<file path="src/rtl/uart_tx_if.sv">
// uart_tx_if: byte-enqueue handshake between the register file (master)
// and the UART transmitter (slave).
interface uart_tx_if;
  logic [7:0] tx_data;
  logic       tx_valid;
  logic       tx_ready;

  modport master (output tx_data, output tx_valid, input tx_ready);
  modport slave  (input tx_data, input tx_valid, output tx_ready);
endinterface

</file>
<file path="src/rtl/uart_tx.sv">
// uart_tx: FIFO-buffered UART transmitter. Bytes are enqueued through the
// uart_tx_if slave port and serialised LSB-first on txd with a frame format
// (data bits, stop bits, ticks per bit) latched at the start of each frame.
// Optional feature: define UART_TX_PARITY_EN to append an even-parity bit
// after the data bits.
module uart_tx #(
  parameter int FIFO_DEPTH = 4,
  parameter int OS_DEFAULT = 16
) (
  input  logic       clk,
  input  logic       reset_n,
  input  logic       baud_tick,
  input  logic [4:0] word_length,
  input  logic       Num_stop_bits,
  input  logic       oversample_by_3,
  uart_tx_if.slave   tx,
  output logic       txd,
  output logic       busy,
  output logic       fifo_empty,
  output logic       fifo_full,
  output logic       tx_done
);

  localparam int AW     = $clog2(FIFO_DEPTH);
  localparam int OS_MAX = (OS_DEFAULT > 3) ? OS_DEFAULT : 3;
  localparam int OSW    = $clog2(OS_MAX);  // wide enough for os-1

  typedef enum logic [2:0] {
    IDLE,
    START,
    DATA,
`ifdef UART_TX_PARITY_EN
    PARITY,
`endif
    STOP
  } state_e;

  logic [7:0]     mem_q [FIFO_DEPTH];
  logic [AW:0]    wr_ptr_q, rd_ptr_q;
  state_e         state_q;
  logic [OSW-1:0] tick_q, os_m1_q;
  logic [2:0]     bit_cnt_q, nbits_m1_q;
  logic           stop2_q, stop_cnt_q;
  logic           txd_q, busy_q, done_q;
  logic [7:0]     shift_q;
`ifdef UART_TX_PARITY_EN
  logic           par_q;
`endif
  logic           push, pop, bit_end, last_stop, shift_en;

  // Effective data bits minus one, clamping the programmed length to 5..8.
  function automatic logic [2:0] nbits_m1(input logic [4:0] wl);
    if (wl < 5'd5)      return 3'd4;
    else if (wl > 5'd8) return 3'd7;
    else                return 3'(wl - 5'd1);
  endfunction

  // Ticks per bit minus one for the selected oversample ratio.
  function automatic logic [OSW-1:0] os_m1(input logic by3);
    return by3 ? OSW'(2) : OSW'(OS_DEFAULT - 1);
  endfunction

  assign fifo_empty  = (wr_ptr_q == rd_ptr_q);
  assign fifo_full   = (wr_ptr_q[AW] != rd_ptr_q[AW]) &&
                       (wr_ptr_q[AW-1:0] == rd_ptr_q[AW-1:0]);
  assign tx.tx_ready = !fifo_full;
  assign push        = tx.tx_valid && !fifo_full;

  assign bit_end   = baud_tick && (tick_q == os_m1_q);
  // Final stop period ends: either single stop, or second of two.
  assign last_stop = (state_q == STOP) && bit_end && !(stop2_q && !stop_cnt_q);
  // A new frame is loaded from idle, or straight out of the last stop bit.
  assign pop       = !fifo_empty && ((state_q == IDLE) || last_stop);
  assign shift_en  = (state_q == DATA) && bit_end;

  assign txd     = txd_q;
  assign busy    = busy_q;
  assign tx_done = done_q;

  // Write pointer advances on every accepted byte.
  always_ff @(posedge clk or negedge reset_n) begin
    if (!reset_n) wr_ptr_q <= '0;
    else if (push) wr_ptr_q <= wr_ptr_q + (AW + 1)'(1);
  end

  // FIFO storage; contents are don't-care until written.
  always_ff @(posedge clk) begin
    if (push) mem_q[wr_ptr_q[AW-1:0]] <= tx.tx_data;
  end

  // Shift register: loaded on pop, shifted right at the end of each data bit.
  always_ff @(posedge clk) begin
    if (pop)           shift_q <= mem_q[rd_ptr_q[AW-1:0]];
    else if (shift_en) shift_q <= {1'b0, shift_q[7:1]};
  end

`ifdef UART_TX_PARITY_EN
  // Running even parity over the data bits as they leave the shifter.
  always_ff @(posedge clk) begin
    if (pop)           par_q <= 1'b0;
    else if (shift_en) par_q <= par_q ^ shift_q[0];
  end
`endif

  // Frame state machine with registered txd/busy/tx_done and frame-format latch.
  always_ff @(posedge clk or negedge reset_n) begin
    if (!reset_n) begin
      state_q    <= IDLE;
      rd_ptr_q   <= '0;
      tick_q     <= '0;
      bit_cnt_q  <= '0;
      stop_cnt_q <= 1'b0;
      nbits_m1_q <= 3'd7;
      os_m1_q    <= OSW'(OS_DEFAULT - 1);
      stop2_q    <= 1'b0;
      txd_q      <= 1'b1;
      busy_q     <= 1'b0;
      done_q     <= 1'b0;
    end else begin
      done_q <= last_stop;
      if (pop) begin
        state_q    <= START;
        rd_ptr_q   <= rd_ptr_q + (AW + 1)'(1);
        tick_q     <= '0;
        bit_cnt_q  <= '0;
        stop_cnt_q <= 1'b0;
        nbits_m1_q <= nbits_m1(word_length);
        os_m1_q    <= os_m1(oversample_by_3);
        stop2_q    <= Num_stop_bits;
        txd_q      <= 1'b0;
        busy_q     <= 1'b1;
      end else begin
        if (baud_tick && (state_q != IDLE))
          tick_q <= bit_end ? '0 : tick_q + OSW'(1);
        case (state_q)
          IDLE: begin
          end
          START: begin
            if (bit_end) begin
              state_q <= DATA;
              txd_q   <= shift_q[0];
            end
          end
          DATA: begin
            if (bit_end) begin
              if (bit_cnt_q == nbits_m1_q) begin
`ifdef UART_TX_PARITY_EN
                state_q <= PARITY;
                txd_q   <= par_q ^ shift_q[0];
`else
                state_q <= STOP;
                txd_q   <= 1'b1;
`endif
              end else begin
                bit_cnt_q <= bit_cnt_q + 3'd1;
                txd_q     <= shift_q[1];
              end
            end
          end
`ifdef UART_TX_PARITY_EN
          PARITY: begin
            if (bit_end) begin
              state_q <= STOP;
              txd_q   <= 1'b1;
            end
          end
`endif
          STOP: begin
            if (bit_end) begin
              if (stop2_q && !stop_cnt_q) begin
                stop_cnt_q <= 1'b1;
              end else begin
                state_q    <= IDLE;
                stop_cnt_q <= 1'b0;
                busy_q     <= 1'b0;
              end
            end
          end
          default: begin
            state_q <= IDLE;
            txd_q   <= 1'b1;
            busy_q  <= 1'b0;
          end
        endcase
      end
    end
  end

endmodule

</file>
<file path="src/flat_wrapper.sv">
// flat-port wrapper written by rule: the top's interface ports become plain ports
module uart_tx_flat 
#(
  parameter int FIFO_DEPTH = 4,
  parameter int OS_DEFAULT = 16
)
  (clk, reset_n, baud_tick, word_length, Num_stop_bits, oversample_by_3, txd, busy, fifo_empty, fifo_full, tx_done, tx_tx_data, tx_tx_valid, tx_tx_ready);
  uart_tx_if tx_i ();
  input  logic clk;
  input  logic reset_n;
  input  logic baud_tick;
  input  logic [4:0] word_length;
  input  logic Num_stop_bits;
  input  logic oversample_by_3;
  output logic txd;
  output logic busy;
  output logic fifo_empty;
  output logic fifo_full;
  output logic tx_done;
  input wire logic [$bits(tx_i.tx_data)-1:0] tx_tx_data;
  input wire logic [$bits(tx_i.tx_valid)-1:0] tx_tx_valid;
  output wire logic [$bits(tx_i.tx_ready)-1:0] tx_tx_ready;
  assign tx_i.tx_data = tx_tx_data;
  assign tx_i.tx_valid = tx_tx_valid;
  assign tx_tx_ready = tx_i.tx_ready;
  uart_tx #(.FIFO_DEPTH(FIFO_DEPTH), .OS_DEFAULT(OS_DEFAULT)) u_core (.clk(clk), .reset_n(reset_n), .baud_tick(baud_tick), .word_length(word_length), .Num_stop_bits(Num_stop_bits), .oversample_by_3(oversample_by_3), .tx(tx_i), .txd(txd), .busy(busy), .fifo_empty(fifo_empty), .fifo_full(fifo_full), .tx_done(tx_done));
endmodule
</file>
<file path="config.mk">
export PLATFORM = sky130hd
export DESIGN_NAME = uart_tx_flat
export DESIGN_NICKNAME = d
export VERILOG_FILES = /design/src/rtl/uart_tx_if.sv /design/src/rtl/uart_tx.sv /design/src/flat_wrapper.sv
export SDC_FILE = /design/constraint.sdc
export NUM_CORES = 1
export LEC_CHECK = 0
export CAP_MARGIN = 20
export CORE_ASPECT_RATIO = 0.8
export CORE_UTILIZATION = 52
export CTS_CLUSTER_SIZE = 24
export DETAILED_ROUTE_END_ITERATION = 12
export PLACE_DENSITY_LB_ADDON = 0.15
export SYNTH_ARGS = -nofsm -noshare
export SYNTH_HDL_FRONTEND = slang
export SYNTH_SLANG_ARGS = --single-unit
export TNS_END_PERCENT = 20
</file>
<file path="constraint.sdc">
create_clock -name clk -period 1.85 [get_ports clk]
set_input_delay 0.37 -clock clk [delete_from_list [all_inputs] [get_ports clk]]
set_output_delay 0.37 -clock clk [all_outputs]
set_load 0.005 [all_outputs]
</file>
==> After elaboration in Yosys (flattened, before gate mapping) <==
Memory sizes are Yosys's and may differ from the RTL's.
Cells that the tools add are included.
{ "totals": {"n_memories": 1, "inputBits": 19, "ram_bits": 32, "out_inout_bits": 6, "regBits": 36} }
{ "mem_list": {"columns": ["memory", "depth", "word_bits", "rd", "rd_ports_with_merged_regs", "write_ports", "line_no", "text"], "rows": [
  ["u_core.mem_q", 4, 8, 1, 0, 1, "uart_tx.sv:38", "logic [7:0] mem_q [FIFO_DEPTH];"]
]} }
{ "op_classes": {"n_reduce_logical": 28, "n_eq_ne": 17, "add_sub_neg": 5, "muxes": 34, "order_cmp": 2} }
{ "op_table": {"columns": ["operator", "count"], "rows": [
  ["3-bit 2-to-1 mux", 12],
  ["4-bit 2-to-1 mux", 4],
  ["8-bit 2-to-1 mux", 2],
  ["1-bit 2-to-1 mux", 13],
  ["3-bit one-hot mux with 4 select lines", 1],
  ["2-bit nonzero test", 5],
  ["3-bit by 1-bit adder with 3-bit output (second input constant)", 3],
  ["1-bit logical AND", 9],
  ["3-bit by 1-bit inequality test with 1-bit output (second input constant)", 3],
  ["3-bit AND reduction", 3],
  ["2-bit by 1-bit inequality test with 1-bit output (second input constant)", 4],
  ["3-bit by 2-bit == test with 1-bit output (second input constant)", 2],
  ["3-bit == test", 2],
  ["3-bit by 2-bit inequality test with 1-bit output (second input constant)", 2],
  ["6-bit AND reduction", 1],
  ["5-bit by 4-bit > comparator with 1-bit output (second input constant)", 1],
  ["5-bit by 3-bit less-than comparator with 1-bit output (second input constant)", 1],
  ["4-bit by 1-bit adder with 4-bit output (second input constant)", 1],
  ["4-bit == test", 1],
  ["1-bit zero test", 4],
  ["3-bit by 1-bit == test with 1-bit output (second input constant)", 1],
  ["3-bit zero test", 1],
  ["1-bit one-hot mux with 3 select lines", 1],
  ["3-bit nonzero test", 1],
  ["8 further kinds", 8]
]} }

==> Depth between registers and ports, before layout <==
Gate-level depths: netlist (run 1).
{ "depth": {"ltp_word": 8, "ltp_mapped": 8, "ltp_nobuf": 7} }

==> Least setup slack after synthesis (run 1) <==
Ideal clock, no wire load.
{ "synth_path": {"path_kind": "reg2reg", "start": "reg u_core.tick_q[0]", "end": "reg u_core.shift_q[0], enable pin", "required_ns": 1.552, "setup_ns": 0.298, "slack_ns": -0.013, "period_less_slack_ns": 1.863, "path_stages_with_launch": 6, "path_buffers": 1, "arrival_ns": 1.566, "cell_sequence": "dfrtp_1 > and4_1 > o2111a_1 > o21ai_2 > buf_2 > nand2_1"} }
{ "synth_via": {"elab_chain_len": 7, "word_cells_on_any_way": 8, "cone_classes": "eq/ne (1); reduce/logical (7)"} }
{ "synth_rtl": {"columns": ["item", "line_no", "text"], "rows": [
  ["start: declaration", "uart_tx.sv:41", "logic [OSW-1:0] tick_q, os_m1_q;"],
  ["start signal: assignment", "uart_tx.sv:134", "tick_q <= bit_end ? '0 : tick_q + OSW'(1);"],
  ["4-bit == test", "uart_tx.sv:69", "assign bit_end = baud_tick && (tick_q == os_m1_q);"],
  ["1-bit logical AND", "uart_tx.sv:69", null],
  ["1-bit logical AND (2 in series)", "uart_tx.sv:71", "assign last_stop = (state_q == STOP) && bit_end && !(stop2_q && !stop_cnt_q);"],
  ["net u_core.last_stop", "uart_tx.sv:49", "logic push, pop, bit_end, last_stop, shift_en;"],
  ["1-bit logical OR", "uart_tx.sv:73", "assign pop = !fifo_empty && ((state_q == IDLE) || last_stop);"],
  ["1-bit logical AND", "uart_tx.sv:73", null],
  ["2-bit nonzero test (no source line)", null, null],
  ["end signal: assignment", "uart_tx.sv:93", "if (pop) shift_q <= mem_q[rd_ptr_q[AW-1:0]];"],
  ["end signal: assignment", "uart_tx.sv:94", "else if (shift_en) shift_q <= {1'b0, shift_q[7:1]};"],
  ["end: declaration", "uart_tx.sv:45", "logic [7:0] shift_q;"]
]} }
The timed path passes the listed nets, and every way through them passes these cells.
A chain may end at the register's enable or synchronous reset.

==> Worst setup path after layout (run 1) <==
{ "layout_path": {"start": "reg u_core.wr_ptr_q[0]", "end": "out fifo_full"} }
{ "layout_via": {"elab_chain_len": 2} }
{ "layout_rtl": {"columns": ["item", "line_no", "text"], "rows": [
  ["start: declaration", "uart_tx.sv:39", "logic [AW:0] wr_ptr_q, rd_ptr_q;"],
  ["start signal: assignment", "uart_tx.sv:83", "else if (push) wr_ptr_q <= wr_ptr_q + (AW + 1)'(1);"],
  ["2-bit == test", "uart_tx.sv:65", "(wr_ptr_q[AW-1:0] == rd_ptr_q[AW-1:0]);"],
  ["1-bit logical AND", "uart_tx.sv:64", "assign fifo_full = (wr_ptr_q[AW] != rd_ptr_q[AW]) &&"],
  ["end: declaration", "flat_wrapper.sv:18", "output logic fifo_full;"]
]} }
Every way passes these cells.

==> flow_metrics.py, run 1 <==
metrics = {
    "clock_network": {
        "htreeDepth": 3,
        "root_buffer": "clkbuf_8",
        "cts.path.max_buffers": 2,
        "cts_buffers": 9,
        "clkTransAtPathRegs_ns": 0.08,
        "clkLatencyLatePin_ns": 0.35,
        "clock_sinks": 64,
        "cts_hold_buf": 0,
        "cts_tree": "built",
    },
    "synthesis": {
        "synth.distinct_cells": 40,
        "yosysWarnings": 0,
        "syn_nets": 260,
        "ys_seq_area_frac": 0.610,
        "synth.area.top_cells": "edfxtp_1 41%, dfrtp_1 16%, mux4_2 6.1%",
        "synth_edf_count": 40,
        "netlist.area_leader.share": 0.405,
        "syn_area_per_cell_sq_um": 13.1,
        "yosysTopAreaCell": "edfxtp_1",
        "ys_seq_elements": 64,
        "ys.flop_type": "edfxtp_1",
        "async_reset_ff_frac": 0.375,
        "netlist_area_sq_mm": 0.00297,
        "postSynthCellCount": 227,
    },
    "global_routing": {
        "grt_pass1_vias": 1873,
        "grt_antenna_before_repair": 0,
        "grt_pass1_wl_um": 8950,
        "overflow": 0,
        "grt_max_degree": 25,
        "grt_usage": 0.205,
    },
    "drt": {
        "drt_wl_total_um": 5200,
        "wl_per_cell_um": 14.3,
        "routed-via-count": 1855,
        "route.detailed.drc": 0,
        "vias_per_cell": 5.10,
        "drtPass1Iterations": 4,
        "dr.first_iter.drc_count": 58,
        "antenna_left": 0,
    },
    "floorplanning": {
        "core.rowCount": 24,
        "ios": 25,
        "initial_core_util": 0.543,
        "die_w_um": 86.4,
        "fp.dieArea_sq_mm": 0.00601,
        "core-area_sq_mm": 0.00547,
        "die_h_um": 69.5,
    },
    "cells_and_area": {
        "syn_to_final_growth_pct": 26.3,
        "drive_above_1_share": 0.238,
        "final_core_util": 0.685,
        "insertedDiodeCount": 0,
        "finalInstanceArea_sq_mm": 0.00375,
        "final_nets": 314,
        "mostFrequentLayoutCells": "40 x nand2_1, 40 x edfxtp_1, 23 x buf_4",
        "fillers": 413,
        "multi_input_area_sq_mm": 0.00111,
        "seqCellArea_sq_mm": 0.00181,
    },
    "min_path": {
        "holdCritPathClass": "in -> async",
    },
    "run": {
        "maxCapViolCount": 0,
    },
    "timing": {
        "fmax_ghz": 0.555,
        "setup_violations": 0,
        "finalMaxSlewViolations": 0,
        "tightest_slew_ns": 0.466,
        "max_slew_margin": 0.689,
        "hold_viol_final": 0,
        "skew_ns": 0.00625,
        "fin_ws_ns": 0.0495,
        "post-route-period-util": 0.973,
        "setup_tns_ns": 0,
        "period_minus_slack_ns": 1.80,
        "rsz0062_at_grt": "yes",
    },
    "worst_setup_path": {
        "criticalPathCategory": "reg -> out",
        "reg2reg_depth": 6,
        "critPathRequiredTime_ns": 1.48,
        "worstSetupStartpointType": "register",
        "worstPathArrival_ns": 1.43,
        "crit-reg2reg-launch": "u_core.tick_q[2]$_DFFE_PN0P_",
        "r2r_slack_ns": 0.12,
        "crit_fanout": 5,
        "reg2reg_to": "u_core.stop_cnt_q$_DFFE_PN0P_",
        "timing.critical_path.to_type": "output port",
    },
    "outcome": {
        "status": "completed",
    },
    "power_and_ir_drop": {
        "power_leakage_nw": 1.56,
        "ir_drop_uv": 1280,
        "p_per_area_mw_per_mm2": 1670,
        "fin_total_pwr_mw": 6.26,
    },
    "placement": {
        "postPlaceCellArea_sq_mm": 0.00345,
        "hpwl_um": 3460,
        "port_buffers": 24,
        "gp_congestion": 0.735,
        "pre_cts_ws_ns": -0.143,
    },
}
[per-stage QoR]
stage	hold WS, ns	std cells
2_1_floorplan	0.0744	227
3_3_place_gp	0.458	342
3_5_place_dp	0.456	342
4_1_cts	0.378	361
5_1_grt	0.389	364
6_report	0.376	364
[flip-flops by register name, summed over array words and instances, names as in the netlist]
signal,flops
u_core.tick_q,4
u_core.txd,1
u_core.shift_q,8
u_core.rd_ptr_q,3
u_core.stop2_q,1
u_core.stop_cnt_q,1
u_core.bit_cnt_q,3
u_core.state_q,2
u_core.tx_done,1
u_core.busy,1
u_core.wr_ptr_q,3
u_core.mem_q,32
u_core.os_m1_q,1
u_core.nbits_m1_q,3
[worst max-delay path by stage]
stage | startpoint | end | slack, ns | cells after the start
6_report | u_core.wr_ptr_q[0]$_DFFE_PN0P_ | fifo_full | 0.05 | 4
5_1_grt | u_core.rd_ptr_q[1]$_DFFE_PN0N_ | fifo_full | -0.02 | 4
4_1_cts | u_core.rd_ptr_q[2]$_DFFE_PN0N_ | fifo_full | 0.02 | 4
3_5_place_dp | baud_tick | u_core.nbits_m1_q[0]$_DFFE_PN1N_ | -0.14 | 7
3_3_place_gp | baud_tick | u_core.state_q[0]$_DFFE_PN0P_ | -0.11 | 6
2_1_floorplan | u_core.tick_q[0]$_DFFE_PN0P_ | u_core.shift_q[0]$_DFFE_PP_ | 0.02 | 5
[routing by layer]
layer,GRT usage,up-vias,share of wire
li1,-,923,-
met1,0.263,893,0.47
met2,0.321,31,0.47
met3,0.0786,8,0.043
met4,0.0667,0,0.015
met5,0,-,0
[cells by family (layout without fill, tap and decap cells)]
group	Yosys count	after routing	synth area share
AOI/OAI and AO/OA	30	30	0.0646
xor gates and xnor gates	13	13	0.0384
adders and majority gates	14	14	0.0591
buffers and inverters	17	76	0.0283
DFF	64	64	0.610
muxes	10	10	0.0675
and+or+nand+nor	79	79	0.132
[synthesized netlist by cell type, types with 2 or more instances]
| cell type | number |
|---|---|
| o21ai_0 | 7 |
| inv_1 | 10 |
| a21oi_1 | 8 |
| o211ai_1 | 3 |
| mux2i_1 | 2 |
| nor3_1 | 3 |
| and2_1 | 4 |
| edfxtp_1 | 40 |
| nand3_1 | 3 |
| nand2b_1 | 3 |
| o21a_1 | 5 |
| xor2_1 | 2 |
| mux4_2 | 8 |
| nand2_1 | 40 |
| ha_1 | 14 |
| dfrtp_1 | 19 |
| nor2_1 | 11 |
| dfstp_2 | 5 |
| nand3b_1 | 2 |
| buf_2 | 4 |
| buf_4 | 2 |
| and3_1 | 4 |
| xnor2_1 | 11 |
[final cells by class]
type / count / area share
clock inverter: 7 / 0.0277
sequential: 64 / 0.483
multi-input combinational: 146 / 0.296
inverter: 10 / 0.0100
clock buffer: 9 / 0.0331
timing repair buffer: 50 / 0.124
tap: 78 / 0.0261
[power breakdown]
part / internal (mW) / total, mW / leakage, nW / switching, mW
clock network: 0.774 / 1.35 / 0.114 / 0.576
logic: 1.31 / 2.57 / 0.786 / 1.26
registers: 2.10 / 2.33 / 0.663 / 0.238
[worst max-delay path, cell delays in order (launching register included)]
cell and delay [ns]:
dfrtp_2 0.46, xnor2_2 0.18, nand3_2 0.14, inv_1 0.07, dlygate4sd2_1 0.23
[repair_timing]
action                                  CTS  global route
endpoints found under the hold margin     0             0
pin swaps                                 2             3
resized for setup                         8             2
buffers inserted                          3             3
endpoints found under the setup margin    3             5
(Power assumes the default switching activity.)
==> inputs of run 2 (changes only) <==
--- a/config.mk
+++ b/config.mk
@@ -11,6 +11,7 @@
 export CTS_CLUSTER_SIZE = 24
 export DETAILED_ROUTE_END_ITERATION = 12
 export PLACE_DENSITY_LB_ADDON = 0.15
+export SLEW_MARGIN = 5
 export SYNTH_ARGS = -nofsm -noshare
 export SYNTH_HDL_FRONTEND = slang
 export SYNTH_SLANG_ARGS = --single-unit
==> constraint.sdc (replaced) <==
create_clock -name clk -period 1.5 [get_ports clk]
set_input_delay 0.3 -clock clk [delete_from_list [all_inputs] [get_ports clk]]
set_output_delay 0.3 -clock clk [all_outputs]
set_load 0.005 [all_outputs]
==> run 2 against run 1 <==
The flow now finishes with violations (setup timing); sequential share of layout area down 2.3 points; clock-buffer cell count is the same; combinational power grew 47%; via count rose by 3.6%; critical endpoint is now u_core.state_q[0]$_DFFE_PN0P_; highest routed layer unchanged.
==> flow_metrics.py, run 2 (synthesis gave the netlist of run 1 again) <==
metrics = {
    "outcome": {
        "status": "finished, violations left",
        "violations": "setup timing",
    },
    "floorplanning": {
        "core.rowCount": 24,
        "core-area_sq_mm": 0.00547,
        "die_w_um": 86.4,
        "die_h_um": 69.5,
        "ios": 25,
        "initial_core_util": 0.543,
        "fp.dieArea_sq_mm": 0.00601,
    },
    "drt": {
        "routed-via-count": 1921,
        "drtPass1Iterations": 4,
        "wl_per_cell_um": 15.4,
        "drt_wl_total_um": 5800,
        "vias_per_cell": 5.10,
        "route.detailed.drc": 0,
        "antenna_left": 0,
        "dr.first_iter.drc_count": 86,
    },
    "power_and_ir_drop": {
        "ir_drop_uv": 1340,
        "power_leakage_nw": 1.65,
        "p_per_area_mw_per_mm2": 2100,
        "fin_total_pwr_mw": 8.28,
    },
    "clock_network": {
        "root_buffer": "clkbuf_8",
        "htreeDepth": 3,
        "clkTransAtPathRegs_ns": 0.07,
        "cts_tree": "built",
        "clkLatencyLatePin_ns": 0.33,
        "clock_sinks": 64,
        "cts_buffers": 9,
        "cts_hold_buf": 0,
        "cts.path.max_buffers": 2,
    },
    "cells_and_area": {
        "final_common_cell": "edfxtp_1",
        "syn_to_final_growth_pct": 32.9,
        "drive_above_1_share": 0.368,
        "final_cells": 377,
        "fillers": 382,
        "final_nets": 327,
        "largest_register_ffs": 32,
        "mostFrequentLayoutCells": "40 x edfxtp_1, 27 x nand2_1, 27 x buf_4",
        "insertedDiodeCount": 0,
    },
    "worst_setup_path": {
        "critPathBufInv": 0,
        "worstPathArrival_ns": 1.98,
        "worstSetupStartpointType": "register",
        "criticalPathCategory": "reg -> reg",
        "cp_top_family": "simple AND/OR/NAND/NOR gates",
        "crit_slowest_cell": "dfstp_2",
        "cp_cell_sequence": "and4_4, o21a_2, nand2_4, or4b_4, nand3_2",
        "crit_fanout": 7,
        "critPathMaxStageDelay_ns": 0.57,
        "timing.critical_path.to_type": "register",
        "critPathRequiredTime_ns": 1.77,
    },
    "global_routing": {
        "grt_usage": 0.219,
        "grt_pass1_vias": 1943,
        "overflow": 0,
        "grt_max_degree": 25,
        "grt_antenna_before_repair": 0,
        "grt_pass1_wl_um": 9600,
    },
    "placement": {
        "port_buffers": 24,
        "pre_cts_ws_ns": -0.446,
        "placed_cells": 352,
        "hpwl_um": 3760,
        "gp_congestion": 0.777,
    },
    "timing": {
        "hold_viol_final": 0,
        "post-route-period-util": 1.14,
        "hold-worst-slack_ns": 0.335,
        "skew_ns": 0.00962,
        "period_minus_slack_ns": 1.71,
        "setup_tns_ns": -6.97,
        "finalMaxSlewViolations": 0,
        "rsz0062_at_grt": "yes",
        "setup_violations": 62,
        "fin_ws_ns": -0.209,
        "fmax_ghz": 0.585,
        "max_slew_margin": 0.746,
        "tightest_slew_ns": 0.379,
    },
    "min_path": {
        "holdCritPathClass": "in -> async",
    },
    "run": {
        "maxCapViolCount": 0,
    },
}
[run 2: changes by cell type in the layout (fill, tap and decap cells not counted), sizes merged]
cell,before,now
buf,26,42
clkbuf,10,9
clkdlybuf4s50,21,18
clkinv,3,1
dlygate4sd2,2,1
clkinvlp,0,3
dlymetal6s2s,0,2
inv,12,11
[run 2: per-stage QoR]
stage	cell area (sq um)	utilization
2_1_floorplan	3000	-
3_3_place_gp	3500	0.640
3_5_place_dp	3500	0.640
4_1_cts	3870	0.708
5_1_grt	3940	0.721
6_report	3940	0.721
[run 2: power by group]
part | leakage [nW] | switching [mW] | total [mW] | internal [mW]
logic | 0.892 | 1.83 | 3.77 | 1.93
clock network | 0.0995 | 0.675 | 1.61 | 0.935
registers | 0.659 | 0.314 | 2.91 | 2.59
[run 2: worst register-to-register path: stages (launching register included)]
cell	delay, ns
dfstp_2	0.57
and4_4	0.24
o21a_2	0.24
nand2_4	0.07
or4b_4	0.48
nand3_2	0.07
[run 2: path summary, 6_finish.rpt]
check                                                      start                          endpoint  slack, ns  cells after the start
worst max-delay path               u_core.os_m1_q[2]$_DFFE_PN1N_     u_core.state_q[0]$_DFFE_PN0P_      -0.21                      5
worst min-delay path                                     reset_n     u_core.state_q[0]$_DFFE_PN0P_       0.33                      2
worst max register to register     u_core.os_m1_q[2]$_DFFE_PN1N_     u_core.state_q[0]$_DFFE_PN0P_      -0.21                      5
worst min register to register  u_core.nbits_m1_q[2]$_DFFE_PN1N_  u_core.nbits_m1_q[2]$_DFFE_PN1N_       0.47                      2
max in group asynchronous                                reset_n  u_core.nbits_m1_q[2]$_DFFE_PN1N_       0.86                      2
min in group clk                u_core.nbits_m1_q[2]$_DFFE_PN1N_  u_core.nbits_m1_q[2]$_DFFE_PN1N_       0.47                      2
[run 2: area by class of cell]
class / count / area, sq um / area share
clock buffer: 9 / 124 / 0.0314
timing repair buffer: 63 / 561 / 0.142
tap: 78 / 97.6 / 0.0248
clock inverter: 7 / 95.1 / 0.0241
multi-input combinational: 146 / 1210 / 0.308
sequential: 64 / 1810 / 0.460
inverter: 10 / 37.5 / 0.00952
[run 2: metal layers]
layer | vias up | GRT usage | share of wire
li1 | 946 | - | -
met1 | 922 | 0.306 | 0.47
met2 | 49 | 0.330 | 0.48
met3 | 4 | 0.0750 | 0.042
met4 | 0 | 0.0556 | 0.0093
met5 | - | 0 | 0
[run 2: repair_timing]
action,CTS,global route
setup endpoints to repair,72,74
buffers inserted,6,2
gates cloned,2,0
pin swaps,9,16
resized for setup,44,21
==> inputs of run 3 (changes only) <==
--- a/config.mk
+++ b/config.mk
@@ -6,11 +6,13 @@
 export NUM_CORES = 1
 export LEC_CHECK = 0
 export CAP_MARGIN = 20
+export CELL_PAD_IN_SITES_DETAIL_PLACEMENT = 2
+export CELL_PAD_IN_SITES_GLOBAL_PLACEMENT = 2
 export CORE_ASPECT_RATIO = 0.8
-export CORE_UTILIZATION = 52
+export CORE_UTILIZATION = 36
 export CTS_CLUSTER_SIZE = 24
 export DETAILED_ROUTE_END_ITERATION = 12
-export PLACE_DENSITY_LB_ADDON = 0.15
+export PLACE_DENSITY = 0.76
 export SLEW_MARGIN = 5
 export SYNTH_ARGS = -nofsm -noshare
 export SYNTH_HDL_FRONTEND = slang
==> run 3 against run 2 <==
The run still ends with setup timing left; setup slack lost 0.13 ns; die area grew 43%; sequential power grew 1%; hold slack lost 0.022 ns; register-to-register slack lost 0.13 ns; largest cell class unchanged.
==> flow_metrics.py, run 3 (synthesis gave the netlist of run 1 again) <==
metrics = {
    "cells_and_area": {
        "mostFrequentLayoutCells": "40 x edfxtp_1, 30 x buf_4, 19 x nand2_1",
        "insertedDiodeCount": 0,
        "final_cells": 411,
        "seqCellArea_sq_mm": 0.00181,
        "fillers": 756,
        "final_nets": 331,
        "final_common_cell": "edfxtp_1",
        "drive_above_1_share": 0.429,
        "largest_register_ffs": 32,
        "syn_to_final_growth_pct": 39.3,
        "multi_input_area_sq_mm": 0.00130,
    },
    "run": {
        "maxCapViolCount": 0,
    },
    "clock_network": {
        "cts_buffers": 9,
        "clock_sinks": 64,
        "cts.path.max_buffers": 2,
        "root_buffer": "clkbuf_8",
        "cts_tree": "built",
        "clkLatencyLatePin_ns": 0.36,
        "cts_hold_buf": 0,
        "clkTransAtPathRegs_ns": 0.08,
        "htreeDepth": 3,
    },
    "global_routing": {
        "grt_antenna_before_repair": 0,
        "grt_pass1_vias": 2290,
        "overflow": 0,
        "grt_pass1_wl_um": 13200,
        "grt_max_degree": 25,
        "grt_usage": 0.217,
    },
    "worst_setup_path": {
        "criticalPathCategory": "reg -> reg",
        "crit_slowest_cell": "or4b_4",
        "critPathBufInv": 2,
        "timing.critical_path.to_type": "register",
        "critPathMaxStageDelay_ns": 0.48,
        "cp_top_family": "simple AND/OR/NAND/NOR gates",
        "cp_cell_sequence": "buf_6, nor4_4, buf_4, o21a_4, nand2_4, or4b_4, nand3_2",
        "worstPathArrival_ns": 2.13,
        "critPathRequiredTime_ns": 1.79,
        "worstSetupStartpointType": "register",
        "crit_fanout": 6,
        "r2r_slack_ns": -0.34,
    },
    "timing": {
        "setup_violations": 74,
        "max_slew_margin": 0.738,
        "period_minus_slack_ns": 1.84,
        "rsz0062_at_grt": "yes",
        "tightest_slew_ns": 0.390,
        "finalMaxSlewViolations": 0,
        "post-route-period-util": 1.23,
        "skew_ns": 0.0108,
        "fmax_ghz": 0.544,
        "fin_ws_ns": -0.339,
        "hold_viol_final": 0,
    },
    "drt": {
        "route.detailed.drc": 0,
        "routed-via-count": 2053,
        "dr.first_iter.drc_count": 40,
        "wl_per_cell_um": 20.6,
        "vias_per_cell": 5.00,
        "drt_wl_total_um": 8460,
        "drtPass1Iterations": 4,
        "antenna_left": 0,
    },
    "placement": {
        "placed_cells": 382,
        "hpwl_um": 5090,
        "gp_congestion": 0.726,
        "pre_cts_ws_ns": -0.451,
        "port_buffers": 24,
    },
    "power_and_ir_drop": {
        "p_per_area_mw_per_mm2": 2220,
        "fin_total_pwr_mw": 9.18,
        "power_leakage_nw": 1.70,
        "ir_drop_uv": 1180,
    },
    "floorplanning": {
        "core-area_sq_mm": 0.00795,
        "die_h_um": 83.2,
        "die_w_um": 103,
        "core.rowCount": 29,
        "initial_core_util": 0.373,
        "ios": 25,
        "fp.dieArea_sq_mm": 0.00861,
    },
    "outcome": {
        "violations": "setup timing",
        "status": "finished, violations left",
    },
    "min_path": {
        "holdCritPathClass": "in -> async",
    },
}
==> run 3: timing repair <==
action / in CTS / in global routing
resized for setup: 50 / 46
setup buffers: 9 / 6
pin swaps: 18 / 14
gates cloned: 2 / 0
endpoints found under the setup margin: 75 / 74
==> run 3: metrics by stage <==
stage | hold slack (ns) | setup TNS (ns) | instance area [sq um] | util
6_report | 0.313 | -15.24 | 4130 | 0.520
3_3_place_gp | 0.455 | -16.27 | 3550 | 0.447
2_1_floorplan | 0.00441 | -4.59 | 3000 | -
4_1_cts | 0.305 | -10.81 | 4020 | 0.506
3_5_place_dp | 0.462 | -19.85 | 3550 | 0.447
5_1_grt | 0.344 | -20.55 | 4130 | 0.520
==> run 3: worst paths after layout <==
kind	depth (start not counted)	start	to
max in group asynchronous	2	reset_n	u_core.nbits_m1_q[0]$_DFFE_PN1N_
setup reg to reg	7	u_core.tick_q[3]$_DFFE_PN0P_	u_core.state_q[0]$_DFFE_PN0P_
setup / recovery	7	u_core.tick_q[3]$_DFFE_PN0P_	u_core.state_q[0]$_DFFE_PN0P_
min in group clk	2	oversample_by_3	u_core.os_m1_q[2]$_DFFE_PN1N_
hold reg to reg	2	u_core.nbits_m1_q[2]$_DFFE_PN1N_	u_core.nbits_m1_q[2]$_DFFE_PN1N_
hold / removal	2	reset_n	u_core.tick_q[2]$_DFFE_PN0P_
==> run 3: area by class of cell <==
cell class / instances / share of cell area
inverters: 10 / 0.00909
repair buffers: 67 / 0.150
multi-input cells: 146 / 0.315
clock inverters: 7 / 0.0251
well taps: 108 / 0.0327
clock buffers: 9 / 0.0300
flip-flops and latches: 64 / 0.438
==> run 3: worst reg2reg max path, cell delays in order, from the launching register on <==
cell and delay, ns:
dfrtp_1 0.40, buf_6 0.13, nor4_4 0.29, buf_4 0.17, o21a_4 0.17, nand2_4 0.06
or4b_4 0.48, nand3_2 0.07
==> run 3: routing by layer <==
layer / global-route usage / share of wire
met1: 0.264 / 0.42
met2: 0.364 / 0.54
met3: 0.0505 / 0.023
met4: 0.0935 / 0.019
met5: 0 / 0
==> run 3: report_power, final <==
group,internal (mW),total (mW),switching (mW)
logic,2.21,4.49,2.28
clock network,0.956,1.74,0.788
registers,2.59,2.95,0.359
total,5.76,9.18,3.43
